$ cat config.mk
export PLATFORM = sky130hd
export DESIGN_NAME = altera_nios2_qsys_dct_packer
export DESIGN_NICKNAME = d
export VERILOG_FILES = /design/src/rtl/altera_nios2_qsys_dct_packer.sv
export SDC_FILE = /design/constraint.sdc
export NUM_CORES = 1
export LEC_CHECK = 0
export BUFFER_PORTS_ARGS = -buffer_cell sky130_fd_sc_hd__buf_2
export CAP_MARGIN = 30
export CORE_MARGIN = 5
export CORE_UTILIZATION = 50
export CTS_BUF_LIST = sky130_fd_sc_hd__clkbuf_4 sky130_fd_sc_hd__clkbuf_8
export DETAILED_ROUTE_END_ITERATION = 8
export GPL_ROUTABILITY_DRIVEN = 1
export PLACE_DENSITY = 0.71
export SYNTH_ARGS = -nofsm -noshare
export SYNTH_HDL_FRONTEND = slang
export SYNTH_SLANG_ARGS = --single-unit
$ cat constraint.sdc
create_clock -name clk -period 3.7 [get_ports clk]
set_input_delay 0.555 -clock clk [delete_from_list [all_inputs] [get_ports clk]]
set_output_delay 0.555 -clock clk [all_outputs]
set_load 0.02 [all_outputs]
$ cat src/rtl/altera_nios2_qsys_dct_packer.sv
//------------------------------------------------------------------------------
//  Module   : altera_nios2_qsys_dct_packer
//  Purpose  : Packs 2-bit Nios II OCI trace atoms into 15-slot, 30-bit debug
//             trace (DCT) frames. Each frame is presented with a 4-bit atom
//             count on a valid/ready handshake. The datapath has a pack
//             register and an output register. Atoms that arrive while both
//             stages are full are dropped and recorded in a sticky overflow
//             flag.
//  Options  : DCT_DROP_CNT_EN - adds the saturating drop_count output.
//  Revision : 1.0 - initial release
//------------------------------------------------------------------------------
`default_nettype none

module altera_nios2_qsys_dct_packer #(
    parameter int ATOM_W     = 2,
    parameter int SLOTS      = 15
`ifdef DCT_DROP_CNT_EN
    ,
    parameter int DROP_CNT_W = 8
`endif
) (
    input  logic                     clk,
    input  logic                     reset,
    input  logic                     atom_valid,
    input  logic [ATOM_W-1:0]        atom_data,
    input  logic                     flush,
    input  logic                     overflow_clr,
    input  logic                     out_ready,
    output logic [ATOM_W*SLOTS-1:0]  dct_buffer,
    output logic [3:0]               dct_count,
    output logic                     frame_valid,
    output logic                     overflow
`ifdef DCT_DROP_CNT_EN
    ,
    output logic [DROP_CNT_W-1:0]    drop_count
`endif
);

    localparam int c_BUF_W = ATOM_W * SLOTS;
    localparam int c_CNT_W = 4;
    localparam logic [c_CNT_W-1:0] c_FULL = c_CNT_W'(SLOTS);

    // Pack stage
    logic [c_BUF_W-1:0] r_pack_buf;
    logic [c_CNT_W-1:0] r_pack_cnt;
    logic               r_flush_pend;

    // Output stage
    logic [c_BUF_W-1:0] r_dct_buffer;
    logic [c_CNT_W-1:0] r_dct_count;
    logic               r_frame_valid;
    logic               r_overflow;

    // Combinational datapath
    logic               w_full_wait;
    logic               w_slot_free;
    logic               w_accept;
    logic               w_drop;
    logic               w_flush_req;
    logic               w_commit;
    logic               w_load;
    logic [c_BUF_W-1:0] w_pack_buf;
    logic [c_CNT_W-1:0] w_pack_cnt;
    logic [c_BUF_W-1:0] w_next_buf;
    logic [c_CNT_W-1:0] w_next_cnt;
    logic               w_next_pend;

    // A full pack register can only drain into the output register, so a new
    // atom is only taken in that case when the output register is freeing up.
    assign w_full_wait = (r_pack_cnt == c_FULL);
    assign w_slot_free = !r_frame_valid || out_ready;
    assign w_accept    = atom_valid && (!w_full_wait || w_slot_free);
    assign w_drop      = atom_valid && !w_accept;
    assign w_flush_req = flush || r_flush_pend;

    // Candidate frame: pack contents plus this cycle's atom if it still fits
    always_comb begin
        w_pack_buf = r_pack_buf;
        w_pack_cnt = r_pack_cnt;
        if (w_accept && !w_full_wait) begin
            for (int k = 0; k < SLOTS; k++) begin
                if (r_pack_cnt == c_CNT_W'(k)) begin
                    w_pack_buf[k*ATOM_W +: ATOM_W] = atom_data;
                end
            end
            w_pack_cnt = r_pack_cnt + c_CNT_W'(1);
        end
    end

    assign w_commit = (w_pack_cnt == c_FULL) ||
                      (w_flush_req && (w_pack_cnt != '0));
    assign w_load   = w_commit && w_slot_free;

    // Next pack-stage contents: clear on hand-off (keeping an atom that arrived
    // alongside a full waiting frame), otherwise keep accumulating or stall.
    always_comb begin
        w_next_buf  = w_pack_buf;
        w_next_cnt  = w_pack_cnt;
        w_next_pend = r_flush_pend;
        if (w_load) begin
            w_next_pend = 1'b0;
            if (w_full_wait && w_accept) begin
                w_next_buf = {{(c_BUF_W-ATOM_W){1'b0}}, atom_data};
                w_next_cnt = c_CNT_W'(1);
            end else begin
                w_next_buf = '0;
                w_next_cnt = '0;
            end
        end else if (w_commit) begin
            w_next_pend = r_flush_pend || flush;
        end
    end

    // Pack stage registers
    always_ff @(posedge clk or posedge reset) begin
        if (reset) begin
            r_pack_buf   <= '0;
            r_pack_cnt   <= '0;
            r_flush_pend <= 1'b0;
        end else begin
            r_pack_buf   <= w_next_buf;
            r_pack_cnt   <= w_next_cnt;
            r_flush_pend <= w_next_pend;
        end
    end

    // Output register: load on commit, otherwise release once the consumer takes it
    always_ff @(posedge clk or posedge reset) begin
        if (reset) begin
            r_dct_buffer  <= '0;
            r_dct_count   <= '0;
            r_frame_valid <= 1'b0;
        end else if (w_load) begin
            r_dct_buffer  <= w_pack_buf;
            r_dct_count   <= w_pack_cnt;
            r_frame_valid <= 1'b1;
        end else if (out_ready) begin
            r_frame_valid <= 1'b0;
        end
    end

    // Sticky overflow flag; a drop in the same cycle as a clear wins
    always_ff @(posedge clk or posedge reset) begin
        if (reset) begin
            r_overflow <= 1'b0;
        end else if (w_drop) begin
            r_overflow <= 1'b1;
        end else if (overflow_clr) begin
            r_overflow <= 1'b0;
        end
    end

`ifdef DCT_DROP_CNT_EN
    logic [DROP_CNT_W-1:0] r_drop_count;

    // Saturating drop counter; a clear coinciding with a drop restarts at one
    always_ff @(posedge clk or posedge reset) begin
        if (reset) begin
            r_drop_count <= '0;
        end else if (overflow_clr) begin
            r_drop_count <= w_drop ? DROP_CNT_W'(1) : '0;
        end else if (w_drop && (r_drop_count != '1)) begin
            r_drop_count <= r_drop_count + DROP_CNT_W'(1);
        end
    end

    assign drop_count = r_drop_count;
`endif

    assign dct_buffer  = r_dct_buffer;
    assign dct_count   = r_dct_count;
    assign frame_valid = r_frame_valid;
    assign overflow    = r_overflow;

endmodule

`default_nettype wire

Yosys cells after proc, flatten, opt, wreduce, memory -nomap -nowiden
Cells that the tools add are included.
W data, S select, Z words.
- flip-flop bits (word level): 71
- bits in latches: 0
- bits in writable memories: 0
- bits in read-only memories: 0
- output and inout bits: 36
- logic and storage cells: 69
- memories kept: 0
- add/sub/neg operators: 1
- multiply operators: 0
- div/mod/pow operators: 0
- magnitude comparators: 0
- eq/ne operators: 16
- shift-type cells: 0
- muxes and demuxes: 27
- bitwise gates (word level): 0
- reduce and logical (&&, ||, !) cells: 18
- operator list (kind ; count):
    $mux W30 ; 2
    $eq A4 B4 Y1 const B ; 9
    $mux W2 ; 16
    $eq A4 B3 Y1 const B ; 4
    $eq A4 B2 Y1 const B ; 2
    $mux W4 ; 2
    $mux W1 ; 7
    $logic_and A1 B1 Y1 ; 6
    $reduce_bool A2 Y1 ; 3
    $add A4 B1 Y4 const B ; 1
    $eq A4 B1 Y1 const B ; 1
    $logic_not A4 Y1 ; 1
    $logic_or A1 B1 Y1 ; 4
    $reduce_bool A4 Y1 ; 1
    $logic_not A1 Y1 ; 3

Depth between registers and ports, before layout
Gate-level depths: netlist of the first run.
- depth in word-level cells: 11
- gate-level depth with buffers: 8
- mapped depth without buffers: 7

Least setup slack after synthesis of the first run
No wires, ideal clock.
- kind: reg2reg
- start point: reg r_pack_cnt[0]
- end point: reg r_dct_buffer[11] (netlist: dct_buffer[11])
- arrival: 1.867 ns
- slack: 1.706 ns
- cell stages (with the launch flop): 8
- path buffers: 1
- clock period less this slack: 1.994 ns
- path through: dfrtp_1 > inv_1 > ha_1 > and3b_1 > o221ai_2 > a32oi_4 > buf_4 > o21ai_0
- cells in the longest elaborated chain, start to end: 10
- elaborated cells between the ends (all ways): 15
- those cells by class: add/sub: 1; eq/ne: 3; mux: 3; reduce/logical: 8
- RTL lines (element ; RTL line ; text):
    start: declaration ; 45 ; logic [c_CNT_W-1:0] r_pack_cnt;
    start signal: assignment ; 122 ; r_pack_cnt <= w_next_cnt;
    $eq A4 B4 Y1 ; 70 ; assign w_full_wait = (r_pack_cnt == c_FULL);
    $logic_not A1 Y1 ; 72, 80 ;
    $logic_or A1 B1 Y1 ; 72 ; assign w_accept = atom_valid && (!w_full_wait || w_slot_free);
    $logic_and A1 B1 Y1 ; 72 ;
    $logic_and A1 B1 Y1 ; 80 ; if (w_accept && !w_full_wait) begin
    $mux W4 ; 80 ;
    $reduce_bool A4 Y1 ; 91 ; (w_flush_req && (w_pack_cnt != '0));
    $logic_and A1 B1 Y1 ; 91 ;
    $logic_or A1 B1 Y1 ; 90 ; assign w_commit = (w_pack_cnt == c_FULL) ||
    $logic_and A1 B1 Y1 ; 92 ; assign w_load = w_commit && w_slot_free;
    end signal: assignment ; 134 ; r_dct_buffer <= w_pack_buf;
    end: declaration ; 49 ; logic [c_BUF_W-1:0] r_dct_buffer;
Several ways; a longest one is shown, not always the timed one.
A chain may end at the register's enable or synchronous reset.

Worst setup path after layout of the first run
- start point: reg r_pack_cnt[0]
- end point: reg r_pack_cnt[0]
- cells in the longest elaborated chain, start to end: 11
- elaborated cells between the ends (all ways): 15
- those cells by class: add/sub: 1; eq/ne: 2; mux: 3; reduce/logical: 9
- RTL lines (element ; RTL line ; text):
    $eq A4 B4 Y1 ; 70 ;
    $logic_not A1 Y1 ; 72, 80 ;
    $logic_or A1 B1 Y1 ; 72 ;
    $logic_and A1 B1 Y1 ; 72 ;
    $logic_and A1 B1 Y1 ; 80 ;
    $mux W4 ; 80 ;
    $reduce_bool A4 Y1 ; 91 ;
    $logic_and A1 B1 Y1 ; 91 ;
    $logic_or A1 B1 Y1 ; 90 ;
    $logic_and A1 B1 Y1 ; 92 ;
    $mux W4 * ; 100 ; if (w_load) begin
    named net w_next_cnt[0] ; 65 ; logic [c_CNT_W-1:0] w_next_cnt;
Mark *: on every way through the listed nets, which the timed path passes. The rest lies on a longest branch.

==> impl_metrics.toml, run 1 <==
[pwr]
p_seq_frac = 0.419
p_int_w = 0.00150
p_sw_w = 0.000847
power_leakage_nw = 1.84
p_sw_frac = 0.361
total_power_w = 0.00234
peakVddDrop_mv = 0.270
power.share.clock = 0.277
power_density_mw_per_mm2 = 659
combPwrFrac = 0.304

[worst_setup_path]
worstPathRequired_ns = 3.94
critPathBufInv = 1
rrSetupSlack_ns = 1.12
endpoint = "r_pack_cnt[0]"
regToRegEndpoint = "r_pack_cnt[0]"
crit_arrival_ns = 2.82
cp-start-kind = "register"
cp_top_family = "compound AO/OA/AOI/OAI gates"
path_cells = "ha_1 > and3_1 > o211ai_2 > a32oi_4 > buf_4 > o21ai_0 > o211ai_1"
endpoint_kind = "register"
critPathMaxStageDelay_ns = 0.54
worstSetupPathType = "reg -> reg"
rr_worst_depth = 7
rr_startpoint = "r_pack_cnt[0]"
slowest_stage = "dfrtp_1"
crit_cells = 7
cp_max_fo = 40
critPathLaunch = "r_pack_cnt[0]"

[drt]
drcViolationCount = 0
vias = 2172
ant_nets = 0
via_per_inst = 5.22
drtIter0Drc = 154
wl_mm = 6.05
post_drt_wl_per_cell_um = 14.6
first_pass_iters = 7

[sta]
fmax_mhz = 387
final.setup.tns_ns = 0
fin_crit_sh = 0.698
setup_viol = 0
rsz0062_at_grt = "false"
worst_slew_pin_slew_ns = 0.693
hold_viol = 0
report.final.slew_viol_count = 0
relSlewSlack = 0.538
timing.final.crit_period_ns = 2.58
clock_skew_ns = 0.00520

[yosys]
ys_seq_area_frac = 0.566
yosys_warnings = 0
netlist_instances = 297
synthDistinctLibCells = 35
syn_area_per_cell_um2 = 10.6
syn_nets = 309
yosysTopAreaCellShare = 0.566
ys_ff_latch = 71
yosys-top-cells-count = "71 x dfrtp_1, 41 x nand2_1, 39 x nor2_1"
yosysTopAreaCell = "dfrtp_1"
synth-edff-count = 0
synth_area_leaders = "dfrtp_1 57%, mux2i_1 9.6%, nand2_1 4.9%"
synth_area_mm2 = 0.00314
ys.flop_type = "dfrtp_1"
yosysMostFrequentCell = "dfrtp_1"
async_flop_share = 1.00

[global_routing]
antenna_found_initial = 0
grt_max_degree = 56
grt-ovfl-total = 0
first_global_vias = 2091
grt_pass1_wl_mm = 10.5
gr-usage-all-layers = 0.172

[place]
place_congestion = 0.766
dp_hpwl_mm = 4.05
io_buffer_count = 43

[clocking]
clk_latency_ns = 0.33
hold_buffers = 0
htree_levels = 3
cts_root_buf = "clkbuf_8"
postCtsSetupRepairBufs = 0
clock_path_buffers = 2
cts_resized = 0
cts.clk_slew.worst_paths_ns = 0.07
cts_tree = "done"
numCtsBuffers = 9
cts.sinks = 71

[min_path]
min_path_type = "in -> async"

[final_layout]
layout.filler_cells = 547
diodes = 0
area_growth_syn_to_layout_pct = 13.2
nets = 348
final_layout_size_suffix_gt1_frac = 0.205
layout.area.seq_mm2 = 0.00178
multiInputGateArea_mm2 = 0.00120

[die]
die_y_um = 89.3
die-width_um = 89.3
start_util = 0.521
core_mm2 = 0.00603
rows = 28
pin_count = 44
die_area_mm2 = 0.00797

[job]
drv_cap = 0

[status]
status = "finished, final reports clean"
==> metal layers <==
layer | vias to the layer above | GRT usage | wire length [µm]
li1 | 1084 | - | -
met1 | 1042 | 0.244 | 2970
met2 | 38 | 0.257 | 2770
met3 | 8 | 0.0341 | 232
met4 | 0 | 0.0771 | 85
met5 | - | 0 | 0
==> final cells by class <==
type	count	area share
Tap cell	75	0.0264
Timing Repair Buffer	47	0.0690
Clock inverter	3	0.0113
Clock buffer	13	0.0486
Multi-Input combinational cell	201	0.339
Sequential cell	71	0.500
Inverter	6	0.00633
==> state kept, by name, indices dropped and copies added, names as in the netlist <==
| register | cells |
|---|---|
| dct_buffer | 30 |
| overflow | 1 |
| frame_valid | 1 |
| r_pack_buf | 30 |
| r_pack_cnt | 4 |
| dct_count | 4 |
| r_flush_pend | 1 |
==> through the flow <==
step / hold slack, ns / setup slack, ns / util / cell area [µm²] / std cells
final: 0.171 / 1.12 / 0.590 / 3560 / 416
after CTS: 0.166 / 1.16 / 0.590 / 3560 / 416
after global routing: 0.181 / 0.990 / 0.590 / 3560 / 416
after detailed placement: 0.470 / 1.18 / 0.555 / 3340 / 400
after floorplan: 0.475 / 1.35 / - / 3140 / 297
after global placement: 0.461 / 1.23 / 0.555 / 3340 / 400
==> layout by cell type (no fill, tap or decap), types with 5 or more instances in the layout <==
master	netlist	final
nor2b_1	5	5
nor2_1	39	39
a21oi_1	5	5
dfrtp_1	71	71
inv_1	6	5
clkbuf_8	0	12
mux2i_1	30	30
nand3_1	9	9
buf_2	2	43
nand2_1	41	41
o21ai_0	20	20
o21ai_1	18	18
==> worst register-to-register path, stage by stage, from the launching register on <==
cell      delay, ns
dfrtp_1        0.54
ha_1           0.49
and3_1         0.35
o211ai_2       0.18
a32oi_4        0.27
buf_4          0.37
o21ai_0        0.15
o211ai_1       0.13
==> worst min path at each step <==
stage / slack, ns / end / startpoint
2_1_floorplan: 0.48 / r_pack_buf[3] / r_pack_buf[3]
3_3_place_gp: 0.46 / dct_buffer[1] / dct_buffer[1]
3_5_place_dp: 0.47 / dct_buffer[9] / dct_buffer[9]
4_1_cts: 0.17 / dct_buffer[10] / reset
5_1_grt: 0.18 / dct_buffer[11] / reset
6_report: 0.17 / dct_buffer[10] / reset
==> cell families (layout without fill, tap and decap cells) <==
group,count (synthesis),count (layout),share of synthesized area
buffers and inverters,25,69,0.0510
adders and majority gates,4,4,0.0159
and+or+nand+nor,112,112,0.162
AOI/OAI and AO/OA,53,53,0.105
muxes,30,30,0.0956
xor gates and xnor gates,2,2,0.00558
DFF,71,71,0.566
==> power by group through the flow <==
stage	Combinational, W	Sequential (W)	Clock (W)
3_5_place_dp	0.000717	0.000995	0
4_1_cts	0.000717	0.000982	0.000663
5_1_grt	0.000793	0.00100	0.000698
6_report	0.000713	0.000982	0.000648
3_3_place_gp	0.000700	0.000990	0
2_1_floorplan	0.000544	0.00105	0
No activity file was read; power rests on OpenSTA's default activity.
==> inputs of run 2 (changes only) <==
Settings changed: PLACE_DENSITY 0.71 to 0.74.
Clock period 3.7 ns to 2.34 ns, I/O delays scaled along.
==> run 2 against run 1 <==
Effect of this change:
- non-clock buffer count grew 5
- design area grew 2.1%
- worst hold slack gained 0.032 ns
- count of clock-buffer cells in the layout is the same
- clock skew grew 0.00058 ns
- routed wire length shrank 0.94%
- sequential power grew 57%
- critical path depth grew 1
- setup slack lost 0.91 ns
- die area is the same
- flip-flop and latch count is the same
- sequential share of layout area shrank 1.0 points
- critical path type unchanged
- critical endpoint is now r_pack_buf[11]
==> impl_metrics.toml, run 2 (synthesis gave the netlist of run 1 again) <==
[sta]
rsz0062_at_grt = "false"
relSlewSlack = 0.612
clock_skew_ns = 0.00578
worst_slew_pin_slew_ns = 0.582
timing.final.crit_period_ns = 2.13
fin_crit_sh = 0.909
report.final.slew_viol_count = 0
hold_viol = 0
fmax_mhz = 470
setup_viol = 0
final.setup.tns_ns = 0
holdWs_ns = 0.203

[final_layout]
layout.filler_cells = 532
final_layout_size_suffix_gt1_frac = 0.217
design_area_mm2 = 0.00363
layout_commonest_cell = "dfrtp_1"
mostFrequentLayoutCells = "71 x dfrtp_1, 43 x buf_2, 41 x nand2_1"
diodes = 0
post-route-util = 0.602
area_growth_syn_to_layout_pct = 15.5
nets = 353

[pwr]
power_density_mw_per_mm2 = 1030
p_sw_frac = 0.356
power_leakage_nw = 1.87
p_sw_w = 0.00133
p_int_w = 0.00240
power.share.clock = 0.264
p_seq_frac = 0.414
peakVddDrop_mv = 0.565
combPwrFrac = 0.322

[clocking]
postCtsSetupRepairBufs = 0
cts_tree = "done"
cts.sinks = 71
clock_path_buffers = 2
numCtsBuffers = 9
clk_latency_ns = 0.34
cts.clk_slew.worst_paths_ns = 0.07
htree_levels = 3
cts_root_buf = "clkbuf_8"

[drt]
wl_met1_mm = 2.85
wl_mm = 6.00
wl_met3_um = 243
drcViolationCount = 0
via_per_inst = 5.12
wl_met2_mm = 2.83
post_drt_wl_per_cell_um = 14.2
routed.top_layer = "met4"
drtIter0Drc = 162
vias = 2155
first_pass_iters = 4
ant_nets = 0

[die]
rows = 28
start_util = 0.521
die_area_mm2 = 0.00797
die_y_um = 89.3
core_mm2 = 0.00603
die-width_um = 89.3
pin_count = 44

[worst_setup_path]
cp_max_fo = 31
worstPathRequired_ns = 2.56
cp_top_family = "compound AO/OA/AOI/OAI gates"
path_cells = "inv_1 > ha_1 > and3b_1 > o221ai_2 > o21ai_1 > a21oi_2 > buf_12 > nor2_1"
crit_arrival_ns = 2.35
worstSetupPathType = "reg -> reg"
critPathMaxStageDelay_ns = 0.49
endpoint_kind = "register"
slowest_stage = "dfrtp_1"
critPathBufInv = 2
cp-start-kind = "register"

[place]
place_area_mm2 = 0.00341
place_congestion = 0.826
io_buffer_count = 43
dp_hpwl_mm = 4.20

[global_routing]
grt-ovfl-total = 0
grt_max_degree = 38
antenna_found_initial = 0
grt_pass1_wl_mm = 10.2
gr-usage-all-layers = 0.171
first_global_vias = 2047

[job]
drv_cap = 0

[min_path]
min_path_type = "in -> reg"

[status]
status = "finished, final reports clean"
[run 2: cell types whose count changed in the layout (fill, tap and decap cells not counted), sizes merged]
cell,change
buf,+4
clkinv,-1
clkinvlp,+1
dlygate4sd3,+1
[run 2: metrics by stage]
step | setup slack, ns | power, W | cells
after floorplan | 0.192 | 0.00252 | 297
after global placement | 0.251 | 0.00274 | 404
after detailed placement | 0.153 | 0.00277 | 404
after CTS | 0.123 | 0.00376 | 421
after global routing | 0.0231 | 0.00399 | 421
final | 0.212 | 0.00373 | 421
[run 2: final cells by class]
| class | instances | area, µm² | area share |
|---|---|---|---|
| clock buffers | 13 | 160 | 0.0441 |
| flip-flops and latches | 71 | 1780 | 0.489 |
| inverters | 6 | 22.5 | 0.00620 |
| well taps | 75 | 93.8 | 0.0259 |
| clock inverters | 3 | 42.5 | 0.0117 |
| repair buffers | 52 | 327 | 0.0900 |
| multi-input cells | 201 | 1210 | 0.333 |
[run 2: worst paths after layout]
path | startpoint | end | slack [ns] | cells after the start
max in group asynchronous | reset | dct_count[0] | 1.19 | 4
max | r_pack_cnt[1] | r_pack_buf[11] | 0.21 | 8
min | overflow_clr | overflow | 0.20 | 2
max reg2reg | r_pack_cnt[1] | r_pack_buf[11] | 0.21 | 8
min in group asynchronous | reset | r_pack_buf[9] | 0.55 | 3
min reg2reg | dct_buffer[4] | dct_buffer[4] | 0.48 | 2
[run 2: what timing repair did]
action	CTS	global route
endpoints found under the setup margin	0	18
hold endpoints to repair	15	0
resized for setup	0	2
hold buffers	1	0
[run 2: power by group through the flow]
stage          logic [W]  clock network, W  registers [W]
6_report         0.00120          0.000986        0.00154
4_1_cts          0.00120           0.00101        0.00155
3_5_place_dp     0.00120                 0        0.00157
5_1_grt          0.00134           0.00108        0.00157
2_1_floorplan   0.000860                 0        0.00166
3_3_place_gp     0.00118                 0        0.00156
[run 2: metal layers]
layer,up-vias,global-route usage
met2,33,0.249
met1,1027,0.243
met4,0,0.0690
met3,6,0.0470
li1,1089,-
met5,-,0
